<file path="src/rtl/ads42_spi_master.sv">
// ADS42 configuration-port serial master: shifts a 1..16 bit frame out on SDATA
// MSB first and returns the last min(8,N) SDOUT bits as a readback byte.
module ads42_spi_master #(
  parameter int unsigned CLK_DIV  = 5,
  parameter int unsigned CS_SETUP = 4,
  parameter int unsigned CS_HOLD  = 4
) (
  input  logic        sys_clk,
  input  logic        rst,
  input  logic [15:0] i_dat_in,
  input  logic        i_opt_start,
  input  logic [7:0]  i_opt_cnt,
  output logic [7:0]  o_dat_out,
  output logic        o_dat_vaild,
  output logic        o_spi_done,
  output logic        o_busy,
  output logic        o_spi_sen,
  output logic        o_spi_sclk,
  output logic        o_spi_sdata,
  input  logic        i_spi_sdout
);

  typedef enum logic [2:0] {
    IDLE  = 3'd0,
    SETUP = 3'd1,
    SHIFT = 3'd2,
    HOLD  = 3'd3,
    DONE  = 3'd4
  } state_e;

  localparam logic [7:0] DIV_LAST   = 8'(CLK_DIV - 1);
  localparam logic [7:0] SETUP_LAST = 8'(CS_SETUP - 1);
  localparam logic [7:0] HOLD_LAST  = 8'(CS_HOLD - 1);

  state_e      state_q, state_d;
  logic        start_q;
  logic [7:0]  div_q, div_d;
  logic [4:0]  bit_q, bit_d;
  logic [4:0]  cnt_q, cnt_d;
  logic [15:0] frame_q, frame_d;
  logic [7:0]  rdbk_q, rdbk_d;
  logic [7:0]  dat_out_q, dat_out_d;
  logic        vaild_q, vaild_d;
  logic        done_q, done_d;
  logic        busy_q, busy_d;
  logic        sen_q, sen_d;
  logic        sclk_q, sclk_d;
  logic        sdata_q, sdata_d;

  logic        start_edge;
  logic [4:0]  eff_cnt;
  logic [7:0]  div_inc;
  logic [4:0]  bit_nxt;

  // Zero and anything above 16 both mean a full 16-bit frame.
  assign eff_cnt    = (i_opt_cnt == 8'd0 || i_opt_cnt > 8'd16) ? 5'd16 : i_opt_cnt[4:0];
  assign start_edge = i_opt_start & ~start_q;
  assign div_inc    = div_q + 8'd1;
  assign bit_nxt    = bit_q + 5'd1;

  // NOTE: every variable driven here gets a default first, so no path through
  // the case statement can leave one unassigned and infer a latch.
  always_comb begin
    state_d   = state_q;
    div_d     = div_q;
    bit_d     = bit_q;
    cnt_d     = cnt_q;
    frame_d   = frame_q;
    rdbk_d    = rdbk_q;
    dat_out_d = dat_out_q;
    vaild_d   = 1'b0;
    done_d    = 1'b0;
    busy_d    = busy_q;
    sen_d     = sen_q;
    sclk_d    = sclk_q;
    sdata_d   = sdata_q;

    unique case (state_q)
      IDLE: begin
        sen_d   = 1'b1;
        sclk_d  = 1'b0;
        sdata_d = 1'b0;
        busy_d  = 1'b0;
        if (start_edge) begin
          state_d = SETUP;
          frame_d = i_dat_in;
          cnt_d   = eff_cnt;
          bit_d   = 5'd0;
          div_d   = 8'd0;
          rdbk_d  = 8'd0;
          sen_d   = 1'b0;
          sdata_d = i_dat_in[15];
          busy_d  = 1'b1;
        end
      end

      SETUP: begin
        if (div_q == SETUP_LAST) begin
          state_d = SHIFT;
          div_d   = 8'd0;
          sclk_d  = 1'b1;
        end else begin
          div_d = div_inc;
        end
      end

      SHIFT: begin
        if (div_q != DIV_LAST) begin
          div_d = div_inc;
        end else begin
          div_d = 8'd0;
          if (sclk_q) begin
            // End of high phase: capture SDOUT, then fall and present the next bit.
            sclk_d  = 1'b0;
            rdbk_d  = {rdbk_q[6:0], i_spi_sdout};
            bit_d   = bit_nxt;
            frame_d = {frame_q[14:0], 1'b0};
            sdata_d = (bit_nxt == cnt_q) ? 1'b0 : frame_q[14];
          end else if (bit_q == cnt_q) begin
            state_d = HOLD;
            sdata_d = 1'b0;
          end else begin
            sclk_d = 1'b1;
          end
        end
      end

      HOLD: begin
        if (div_q == HOLD_LAST) begin
          state_d   = DONE;
          div_d     = 8'd0;
          sen_d     = 1'b1;
          done_d    = 1'b1;
          vaild_d   = 1'b1;
          dat_out_d = rdbk_q;
        end else begin
          div_d = div_inc;
        end
      end

      DONE: begin
        state_d = IDLE;
        busy_d  = 1'b0;
      end

      default: begin
        state_d = IDLE;
        busy_d  = 1'b0;
        sen_d   = 1'b1;
        sclk_d  = 1'b0;
        sdata_d = 1'b0;
      end
    endcase
  end

  // NOTE: the datapath registers are reset along with the control state so a
  // frame aborted by reset leaves no stale readback or shift data behind.
  always_ff @(posedge sys_clk) begin
    if (rst) begin
      state_q   <= IDLE;
      start_q   <= 1'b0;
      div_q     <= 8'd0;
      bit_q     <= 5'd0;
      cnt_q     <= 5'd0;
      frame_q   <= 16'd0;
      rdbk_q    <= 8'd0;
      dat_out_q <= 8'd0;
      vaild_q   <= 1'b0;
      done_q    <= 1'b0;
      busy_q    <= 1'b0;
      sen_q     <= 1'b1;
      sclk_q    <= 1'b0;
      sdata_q   <= 1'b0;
    end else begin
      // NOTE: non-blocking assignments keep every register sampling the
      // pre-edge values, independent of statement order.
      state_q   <= state_d;
      start_q   <= i_opt_start;
      div_q     <= div_d;
      bit_q     <= bit_d;
      cnt_q     <= cnt_d;
      frame_q   <= frame_d;
      rdbk_q    <= rdbk_d;
      dat_out_q <= dat_out_d;
      vaild_q   <= vaild_d;
      done_q    <= done_d;
      busy_q    <= busy_d;
      sen_q     <= sen_d;
      sclk_q    <= sclk_d;
      sdata_q   <= sdata_d;
    end
  end

  assign o_dat_out   = dat_out_q;
  assign o_dat_vaild = vaild_q;
  assign o_spi_done  = done_q;
  assign o_busy      = busy_q;
  assign o_spi_sen   = sen_q;
  assign o_spi_sclk  = sclk_q;
  assign o_spi_sdata = sdata_q;

endmodule

</file>
<file path="config.mk">
export PLATFORM = sky130hd
export DESIGN_NAME = ads42_spi_master
export DESIGN_NICKNAME = d
export VERILOG_FILES = /design/src/rtl/ads42_spi_master.sv
export SDC_FILE = /design/constraint.sdc
export NUM_CORES = 1
export LEC_CHECK = 0
export ABC_AREA = 1
export BUFFER_PORTS_ARGS = -buffer_cell sky130_fd_sc_hd__buf_4
export CORE_MARGIN = 2
export CORE_UTILIZATION = 45
export CTS_BUF_LIST = sky130_fd_sc_hd__clkbuf_8
export DETAILED_ROUTE_END_ITERATION = 10
export HOLD_SLACK_MARGIN = 0.02
export PLACE_DENSITY = 0.78
export SETUP_SLACK_MARGIN = 0.4
export SLEW_MARGIN = 15
export SYNTH_ARGS = -nofsm -noshare
export SYNTH_HDL_FRONTEND = slang
export SYNTH_SLANG_ARGS = --single-unit
</file>
<file path="constraint.sdc">
create_clock -name sys_clk -period 4.21 [get_ports sys_clk]
set_clock_uncertainty 0.2 [all_clocks]
set_input_delay 0.842 -clock sys_clk [delete_from_list [all_inputs] [get_ports sys_clk]]
set_output_delay 0.842 -clock sys_clk [all_outputs]
set_load 0.01 [all_outputs]
</file>
After elaboration in Yosys (flattened, before gate mapping). Index checks and enable logic that the tools add are counted. Widths: inputs -> output; s select.

Register bits after elaboration: 58. Logic and storage cells: 96. Output and inout port bits: 14.

Equal/unequal tests: 16. Multiplexer cells: 39. $lt $le $gt $ge: 1. Bitwise logic cells: 6. Reductions and logical operators: 19. Add/sub/neg operators: 2.

Operator list (number): $mux 15 (3); $mux 8 (5); $pmux 15 s2 (1); $pmux 8 s3 (1); $mux 5 (4); $mux 3 (6); $pmux 8 s2 (1); $ne 2x2->1 const B (7); $mux 1 (12); $pmux 3 s4 (1); $eq 5x5->1 (2); $pmux 5 s2 (1); $pmux 1 s3 (3); $reduce_or 3->1 (3); $add 8x1->8 const B (1); $eq 8x2->1 const B (1); $gt 8x5->1 const B (1); $logic_not 8->1 (1); $ne 8x3->1 const B (1); $reduce_and 2->1 (4); $eq 3x2->1 const B (2); $reduce_and 3->1 (2); $reduce_and 6->1 (1); $reduce_or 2->1 (3); 12 further kinds (16).

Logic depth before layout (Yosys ltp).
Depth after elaboration: 6. Mapped depth: 11. Gate-level depth less buffers: 11.

Worst setup path after synthesis. No wires, ideal clock.

Path kind: input -> register. From: input port i_opt_start. To: register frame_q[3]. Stages: 9. Setup time: 0.116 ns. Path slack: 2.277 ns. Arrival time: 1.617 ns. Required time: 3.894 ns. Cell sequence: nand2_1 inv_1 nand2_1 nand2_1 nand2_2 clkinv_2 buf_4 nor2_1 nor2_1.

Cells in the longest elaborated chain, start to end: 3.

Ends and longest elaborated chain: start, declared (RTL line 11) `input logic i_opt_start,`; $and 1x1->1 (RTL line 57) `assign start_edge = i_opt_start & ~start_q;`; $ne 2x2->1 (no line); $reduce_and 4->1 (no line); end signal, assigned (RTL line 182) `frame_q <= frame_d;`; end, declared (RTL line 40) `logic [15:0] frame_q, frame_d;`.

Every way passes these cells. A chain may end at the register's enable or synchronous reset.

Worst setup path after layout.
From: register state_q[2]. To: register bit_q[3].

Cells in the longest elaborated chain, start to end: 3. Elaborated cells between the ends (all ways): 8. Classes of those cells: eq/ne: 4; mux: 1; reduce/logical: 3.

Ends and longest elaborated chain: start, declared (RTL line 35) `state_e state_q, state_d;`; start signal, assigned (RTL line 177) `state_q <= state_d;`; $eq 3x2->1 or $logic_not 3->1 (tied branches) (RTL line 78) `unique case (state_q)`; $ne 2x2->1 (no line) or $reduce_bool 2->1 (tied branches); $reduce_and 4->1 (no line); end signal, assigned (RTL line 180) `bit_q <= bit_d;`; end, declared (RTL line 38) `logic [4:0] bit_q, bit_d;`.

Several ways; a longest one is shown, not always the timed one.

==> impl_results.md <==
* Outcome: finished clean
* Net Switching at about 0.00063 W
* Starting Density at 46.1%
* Synth unique cells at 25
* Count leader, synth: nand2_1
* Cell Pwr Density at 555 nW/um2
* Syn nets at 435
* Element type at the critical path end: register
* Fin. Hold Viols at 0
* DR pass1 iterations at 4
* Dpl cells at between 500 and 600
* Cells after Synth at about 400
* Setup slack after layout at ~1.5 ns
* Clock Tree Buf Depth at 2
* Hold Path Class: register to register
* Final Max Tran Viols at 0
* Total Routed Length at ~6000 um
* Non-Filler Instances at around 520
* Starting DRT DRC Count at between 150 and 200
* Post-synthesis register bit count at 58
* Leak Pwr at around 1.5 nW
* Syn Area/Cell at roughly 6.7 um2
* # rows at 28
* Post-synth EDFFs at 0
* CTS tree: done
* Sequential fraction of the synthesis area at 42.8%
* Crit path launch type: register
* Maxcap violations at 0
* Flop pwr share at a little under two fifths
* Clock power share at about a third
* Synth top area cells: dfxtp_1 (43%), nand2_1 (16%), nor2_1 (8.9%), nand3_1 (5.5%), a21oi_1 (5.2%)
* Largest net degree at the start of global routing at 30
* Die width at 81.6 um
* Vias in the first global route at roughly 2,300
* Comb power frac at 29.2%
* Max transition margin at ~52%
* Hold-fix buffers, CTS at 0
* Share of flip-flops with an asynchronous set or reset at 0%
* Cell Int Power at between 0.001 and 0.0015 W
* Top FF cell, synth: dfxtp_1
* Worst-Margin Slew at about 0.7 ns
* Antenna-violating nets left at 0
* Critical path required time at ~4.3 ns
* Post-CTS setup buffers at 0
* Final Wtd Congestion at 0.833
* Post-Syn Area at approximately 2700 um2
* Nets at around 470
* CTS buffer count at 9
* Clk Latency, worst-skew pair at approximately 0.34 ns
* First-pass GRT wire length at around 9600 um
* Pre-CTS WS at around 1.4 ns
* Reg area at about 1200 um2
* # fillers at 571
* Number of top-level pins at 42
* Resized Gates After CTS at 0
* Most frequent cells after synthesis: nand2_1 (115), nor2_1 (64), dfxtp_1 (58)
* Total number of vias at approximately 2,600
* GR Util All Layers at 18.6%
* Area leader, netlist: dfxtp_1
* Final HPWL DP at 4070 um
* Root buffer cell: clkbuf_8
* Period utilisation layout at 64.0%
* Post-DR wirelength/cell at ~11 um
* Final setup violation count at 0
* H-tree levels at 3
* DRC Markers at 0
* Synth warn at 0
* # port buffers at 41
* Critical path fanouts, max at 29
* Antenna violations before repair at 0
* VDD IR max at approximately 0.00033 V
* Top achievable clock speed at approximately 370 MHz
* Area used by multi-input combinational logic at between 1000 and 1500 um2
* Layout cells sized above 1 at between 15 and 20%
* Switching portion of total power at approximately a third
* Die Height at slightly above 80 um
* # clock sinks at 58
* Ant diodes at 0
* Final core occ at 55.4%
* Synthesis-to-layout area growth at 20.3%
* Yosys top cell area share at a little over two fifths
* Clk slew on worst S/H paths at around 0.070 ns
* CP Class: register to register
* DIE AREA at between 6000 and 7000 um2
* Total Neg Setup Slack at 0 ns
* GRT overflow at 0
* Period minus WS final at about 2.7 ns
* Vias per cell at about 5
* RSZ-0062 raised after global routing: false
* Core ar. at 5890 um2
* Critical Path AT at between 2 and 3 ns
metal layers:
layer	part of all wire [%]	wire length, um	track usage, %	vias up
li1	-	-	-	1368
met1	47	2760	23.7	1163
met2	46	2660	29.2	62
met3	5.1	296	4.40	7
met4	2.0	114	10.0	0
met5	0	0	0	-
worst max-delay path: stages, from the launching register on:
cell      delay (ns)
dfxtp_1         0.39
nor2_2          0.24
nand2_4         0.18
inv_4           0.27
o21ai_2         0.14
nand2_2         0.41
clkinv_2        0.45
nand3_1         0.17
nand2_1         0.06
a21oi_1         0.11
stage by stage:
| step | hold WS (ns) | area [um2] | power, W |
|---|---|---|---|
| after floorplan | 0.224 | 2710 | 0.00112 |
| after global placement | 0.240 | 3020 | 0.00120 |
| after detailed placement | 0.260 | 3020 | 0.00122 |
| after CTS | 0.271 | 3260 | 0.00183 |
| after global routing | 0.294 | 3260 | 0.00193 |
| final | 0.267 | 3260 | 0.00181 |
cells in the final DEF (no fill, tap or decap):
cell type and instances:
a21oi_1 28, a21oi_2 1, buf_4 41, bufinv_16 2, clkbuf_8 12, clkinv_2 2
clkinvlp_4 1, dfxtp_1 58, ha_1 3, inv_1 32, inv_2 2, inv_4 1
nand2_1 115, nand2_2 2, nand2_4 1, nand3_1 30, nor2_1 64, nor2_2 2
nor3_1 8, o211ai_1 1, o21ai_0 28, o21ai_1 8, o21ai_2 1, o22ai_1 1
xor2_1 4
layout make-up:
class	count	area share, %
well taps	75	2.88
inverters	36	4.26
clock inverters	4	2.22
multi-input cells	297	40.5
clock buffers	12	5.06
repair buffers	41	9.44
flip-flops and latches	58	35.6
worst paths after layout:
kind | from | end | slack (ns) | cells past startpoint
min reg2reg | frame_q[13]$_SDFFE_PP0P_ | frame_q[13]$_SDFFE_PP0P_ | 0.27 | 2
max | state_q[2]$_SDFFE_PP0P_ | bit_q[3]$_SDFFE_PP0P_ | 1.52 | 9
max reg2reg | state_q[2]$_SDFFE_PP0P_ | bit_q[3]$_SDFFE_PP0P_ | 1.52 | 9
min | frame_q[13]$_SDFFE_PP0P_ | frame_q[13]$_SDFFE_PP0P_ | 0.27 | 2
flip-flops by register name, indices dropped and copies added, names as in the netlist:
register and count:
o_spi_done 1, bit_q 5, frame_q 15, start_q 1, o_spi_sen 1, cnt_q 5
state_q 3, o_spi_sclk 1, o_dat_out 8, o_spi_sdata 1, o_busy 1, div_q 8
rdbk_q 8
cell families after synthesis:
logic type	after synthesis	share of synthesized area [%]
AO/OA/AOI/OAI	68	13.0
buffers and inverters	49	8.40
adder cells (fa/ha/maj)	3	1.38
XOR/XNOR	4	1.29
AND/OR/NAND/NOR	222	33.1
flip-flops	58	42.8
power by group through the flow:
stage	Clock [W]	Sequential [W]	Combinational [W]
finish	0.000601	0.000681	0.000529
global route	0.000636	0.000689	0.000604
CTS	0.000616	0.000681	0.000529
detailed placement	0	0.000692	0.000526
global placement	0	0.000690	0.000512
floorplan	0	0.000688	0.000433
Note: power is estimated with default switching activity, not from simulation.
